**src/rtl/apu_pkg.sv**
```systemverilog
// Shared APU constants and types for the noise voice.
package apu_pkg;

    localparam int unsigned APU_PHASE_W     = 32;
    localparam int unsigned APU_ENV_W       = 9;
    localparam int unsigned NOISE_LFSR_W    = 15;
    localparam int unsigned NOISE_TAP_LONG  = 1;
    localparam int unsigned NOISE_TAP_SHORT = 6;

    localparam logic [NOISE_LFSR_W-1:0] NOISE_LFSR_SEED_DEFAULT = 15'h0001;

    typedef enum logic {
        ST_IDLE,
        ST_RUN
    } noise_state_e;

endpackage

```
**src/rtl/noise_lfsr.sv**
```systemverilog
// 15-bit right-shifting noise LFSR with step enable, selectable second tap,
// and automatic reload of the seed if the register ever reaches all-zero.
module noise_lfsr
    import apu_pkg::*;
#(
    parameter logic [NOISE_LFSR_W-1:0] SEED = NOISE_LFSR_SEED_DEFAULT
) (
    input  logic                    clk,
    input  logic                    rst,
    input  logic                    step,
    input  logic                    short_sel,
    output logic [NOISE_LFSR_W-1:0] lfsr
);

    logic fb;

    // Feedback: bit 0 xor the long or short tap.
    always_comb begin
        fb = lfsr[0] ^ (short_sel ? lfsr[NOISE_TAP_SHORT] : lfsr[NOISE_TAP_LONG]);
    end

    // Shift register; all-zero lock-up recovers to the seed regardless of step.
    always_ff @(posedge clk or posedge rst) begin
        if (rst) begin
            lfsr <= SEED;
        end else if (lfsr == '0) begin
            lfsr <= SEED;
        end else if (step) begin
            lfsr <= {fb, lfsr[NOISE_LFSR_W-1:1]};
        end
    end

endmodule

```
**src/rtl/channel_4_noise_voice.sv**
```systemverilog
// Channel-4 noise voice: phase accumulator whose carry clocks a noise LFSR,
// gating the envelope onto a registered sample on each mixer strobe.
// Optional feature: define CH4_NOISE_SHORT_MODE_EN to add i_short_mode
// (short-period LFSR taps); without it only the long sequence exists.
module channel_4_noise_voice
    import apu_pkg::*;
#(
    parameter logic [NOISE_LFSR_W-1:0] LFSR_SEED = NOISE_LFSR_SEED_DEFAULT
) (
    input  logic                   i_clk,
    input  logic                   i_rst,
    input  logic [APU_PHASE_W-1:0] i_phase_delta,
    input  logic [APU_ENV_W-1:0]   i_envelope,
    input  logic                   i_sample_stb,
`ifdef CH4_NOISE_SHORT_MODE_EN
    input  logic                   i_short_mode,
`endif
    output logic [APU_ENV_W-1:0]   o_sample,
    output logic                   o_sample_valid
);

    noise_state_e            state;
    logic [APU_PHASE_W-1:0]  acc;
    logic                    carry;
    logic [APU_PHASE_W:0]    sum;
    logic [NOISE_LFSR_W-1:0] lfsr;
    logic                    lfsr_step;
    logic                    short_sel;

    // 33-bit sum: bit 32 becomes the registered carry.
    always_comb begin
        sum       = {1'b0, acc} + {1'b0, i_phase_delta};
        lfsr_step = (state == ST_RUN) && carry;
`ifdef CH4_NOISE_SHORT_MODE_EN
        short_sel = i_short_mode;
`else
        short_sel = 1'b0;
`endif
    end

    // Rest/run FSM with the phase accumulator; acc and carry frozen while resting.
    always_ff @(posedge i_clk or posedge i_rst) begin
        if (i_rst) begin
            state <= ST_IDLE;
            acc   <= '0;
            carry <= 1'b0;
        end else begin
            case (state)
                ST_IDLE: begin
                    if (i_phase_delta != '0) begin
                        state <= ST_RUN;
                        acc   <= '0;
                        carry <= 1'b0;
                    end
                end
                ST_RUN: begin
                    if (i_phase_delta == '0) begin
                        state <= ST_IDLE;
                    end else begin
                        {carry, acc} <= sum;
                    end
                end
                default: state <= ST_IDLE;
            endcase
        end
    end

    noise_lfsr #(
        .SEED (LFSR_SEED)
    ) u_lfsr (
        .clk       (i_clk),
        .rst       (i_rst),
        .step      (lfsr_step),
        .short_sel (short_sel),
        .lfsr      (lfsr)
    );

    // Output register: sample uses pre-edge state/lfsr, holds between strobes.
    always_ff @(posedge i_clk or posedge i_rst) begin
        if (i_rst) begin
            o_sample       <= '0;
            o_sample_valid <= 1'b0;
        end else begin
            o_sample_valid <= i_sample_stb;
            if (i_sample_stb) begin
                o_sample <= ((state == ST_RUN) && !lfsr[0]) ? i_envelope : '0;
            end
        end
    end

endmodule

```
**config.mk**
```make
export PLATFORM = sky130hd
export DESIGN_NAME = channel_4_noise_voice
export DESIGN_NICKNAME = d
export VERILOG_FILES = /design/src/rtl/apu_pkg.sv /design/src/rtl/noise_lfsr.sv /design/src/rtl/channel_4_noise_voice.sv
export SDC_FILE = /design/constraint.sdc
export NUM_CORES = 1
export LEC_CHECK = 0
export ABC_AREA = 1
export CAP_MARGIN = 20
export CORE_MARGIN = 2
export CORE_UTILIZATION = 52
export DETAILED_ROUTE_END_ITERATION = 7
export PLACE_DENSITY = 0.85
export RECOVER_POWER = 100
export SETUP_SLACK_MARGIN = 0.2
export SYNTH_ARGS = -nofsm -noshare
export SYNTH_HDL_FRONTEND = slang
export SYNTH_SLANG_ARGS = --single-unit
export TNS_END_PERCENT = 10
```
**constraint.sdc**
```tcl
create_clock -name i_clk -period 1.7 [get_ports i_clk]
set_input_delay 0.34 -clock i_clk [delete_from_list [all_inputs] [get_ports i_clk]]
set_output_delay 0.34 -clock i_clk [all_outputs]
set_load 0.05 [all_outputs]
```
==> qor.csv <==
stage,metric,value,unit
outcome,status,"complete, but fails checks",
outcome,failing checks,negative setup slack,
sta,"Slew Viols, Final",0,
detailed_routing,First-pass DRT Iterations,8,
min_path,Min-Delay Path Class,input port to async pin,
power,"Power, Total",0.0139,W
setup_path,"Data arrival, critical path",2370,ps
power,Max VDD drop,0.00112,V
sta,Worst Max-Slew Pin Slew,742,ps
sta,"Period Utilization, post-route",1.26,
sta,"Min Clock Period, post-route",2130,ps
synth,syn nets,869,
synth,Synth Area in XOR/XNOR,0.0124,
grt,initial antenna violation count,0,
grt,vias in the first global route,5335,
detailed_routing,routed length per placed instance,18.7,um
cells_and_area,Layout area overhead,43.7,%
cells_and_area,post-route cell area,7080,um^2
synth,Post-synth ARST share,1.00,
cells_and_area,Layout Nets,1010,
setup_path,CP endpoint kind,flop,
setup_path,Worst EP required,1940,ps
synth,Ys Warns,0,
clocking,clk buf depth,2,
synth,area share of the largest cell type after synthesis,0.294,
grt,global-route wire length before repair,25500,um
cells_and_area,# fillers,578,
floorplanning,core area,9200,um^2
grt,pin count of the biggest net entering global routing,24,
synth,register area share after synthesis,0.300,
grt,GRT overflow,0,
clocking,"Hold-fix buffers, CTS",0,
clocking,total CTS buffers,9,
sta,RSZ-0062 raised after global routing,yes,
synth,Synth Area per Inst,6.23,um^2
floorplanning,die area,10300,um^2
placement,routability cong.,0.969,
sta,setup ws final,-434,ps
synth,number of synthesized flops with an enable pin,0,
synth,Main synth FF type,dfrtp_1,
detailed_routing,Routed Antenna Nets,0,
setup_path,kind of critical path,flop to flop,
power,Pwr Density,1960,nW/um^2
floorplanning,die width,101,um
detailed_routing,Detailed Route WL,19600,um
synth,compound-cell area share of the yosys netlist,0.0739,
grt,Global Route Usage Sum,0.316,
sta,Max Clock Skew,31.4,ps
detailed_routing,initial DRC count,958,
sta,Rel. slew slack,0.505,
synth,largest family of logic cells by synthesized area,simple AND/OR/NAND/NOR gates,
power,leakage power,3.77,nW
floorplanning,Top Ports,54,
synth,Post-Synth Adder-Cell Area,0.0878,
synth,leading area contributor after synthesis,dfrtp_1,
setup_path,reg2reg setup slack,-430,ps
clocking,Root Buffer,clkbuf_8,
floorplanning,row count,35,
flow_run,max cap viols,0,
clocking,CTS tree,built,
clocking,latest clock arrival within the worst-skew pair,380,ps
sta,setup_tns,-6660,ps
detailed_routing,vias per inst,5.97,
synth,Area contributors post-synth,"dfrtp_1, nand2_1, inv_1, ha_1, nor2_1",
floorplanning,die span in y,101,um
synth,Yosys reg bits,59,
detailed_routing,via count,6255,
sta,final setup fails,28,
clocking,Worst-path clk slew,110,ps
clocking,Clock Sinks,59,
synth,multiplexer share of the synthesized area,0,
cells_and_area,share of layout cells above drive strength 1,0.299,
synth,simple-gate portion of the synthesized area,0.405,
placement,Post-DP Area,6120,um^2
placement,Post-Place Worst Slack,-729,ps
cells_and_area,Antenna Diode Count,0,
placement,Post-DP HPWL,10600,um
synth,Post-Synthesis Cells,791,
sta,final hold violation count,0,
floorplanning,initial core utilization,0.536,
synth,Yosys cell types,38,
setup_path,crit path max fanout,4,
synth,"Cell Area, Synth",4930,um^2
setup_path,Worst Setup Start Kind,flop,
cells_and_area,"Core Util, Final",0.770,
placement,IO buf count,53,
clocking,H-tree depth,3,
detailed_routing,DR DRC count,0,
sta,achievable clock frequency,469,MHz
## metrics by stage
step           hold WS [ps]  instances
2_1_floorplan           371        791
3_3_place_gp            468       1017
3_5_place_dp            475       1017
4_1_cts                 334       1040
5_1_grt                 518       1048
6_report                457       1048
## metal layers
metal,global-route usage,share of wire,vias to the layer above
li1,-,-,2711
met1,0.433,0.36,2814
met3,0.0449,0.11,207
met5,0,0,-
met4,0.133,0.084,0
met2,0.500,0.44,523
## critical path, cell delays in order, from the launching register on
cell and delay [ps]:
dfrtp_1 500, ha_4 340, nand2_1 110, nor2_1 220, nand3_1 260, nand3_4 200
nand2_2 80, nand3_1 80, nand2_1 60, nand3_1 70, nand2_1 60
## synth_stat cells, types with 2 or more instances
library cell,instances
o21ai_0,30
nand2_1,309
inv_1,131
clkbuf_1,4
nand2_4,2
dfrtp_1,58
nand2_2,12
xnor2_1,6
and2_1,3
nand3_1,46
o21bai_1,3
nand4_1,5
a21oi_2,3
buf_4,2
nor2_1,73
inv_2,12
nor2_4,3
nor2_2,5
nor3_1,4
ha_1,33
buf_2,2
a21oi_1,16
o21ai_1,11
nand3_2,4
## final timing paths
path / to / cells past startpoint / start
hold reg to reg: u_lfsr.lfsr[12] / 2 / u_lfsr.lfsr[12]
max in group asynchronous: acc[28] / 3 / i_rst
setup reg to reg: acc[26] / 10 / acc[8]
setup / recovery: acc[26] / 10 / acc[8]
hold / removal: acc[13] / 2 / i_rst
min in group i_clk: u_lfsr.lfsr[12] / 2 / u_lfsr.lfsr[12]
## layout by cell type, fill, tap and decap left out, types with 7 or more instances in the layout
cell,count
nand2_1,265
inv_1,125
buf_4,72
dfrtp_1,58
nor2_1,50
nand2_2,48
nand3_1,36
ha_4,25
o21ai_0,24
dlygate4sd2_1,24
nor2_2,23
inv_2,18
o21ai_1,16
clkdlybuf4s50_1,15
nand3_2,13
a21oi_2,12
nand2_4,10
clkbuf_8,9
nor2_4,8
a21oi_1,7
clkbuf_2,7
## final cells by class
type	count	area (um^2)	share of cell area
clock buffer	9	124	0.0175
clock inverter	7	100	0.0141
inverter	144	542	0.0765
multi-input combinational	579	3550	0.502
sequential	59	1480	0.209
tap	111	139	0.0196
timing repair buffer	139	1140	0.162
## power by group
part | switching (W) | total (W) | internal (W)
clock network | 0.000714 | 0.00155 | 0.000838
registers | 0.000570 | 0.00263 | 0.00206
logic | 0.00574 | 0.00972 | 0.00397
## sequential cells by signal, summed over array words and instances, names as in the netlist
signal          count
u_lfsr.lfsr        15
carry               1
state               1
o_sample            9
o_sample_valid      1
acc                32
## cells by family after synthesis
kind of cell / Yosys count
simple gates: 471
buf+inv: 153
compound gates: 67
flops: 59
fa+ha+maj: 34
xor+xnor: 7
## what timing repair did
item | CTS | global route
pin swaps | 29 | 37
setup endpoints to repair | 39 | 39
resized for setup | 98 | 89
buffers inserted | 7 | 8
endpoints found under the hold margin | 0 | 0
No activity file was read; power rests on OpenSTA's default activity.
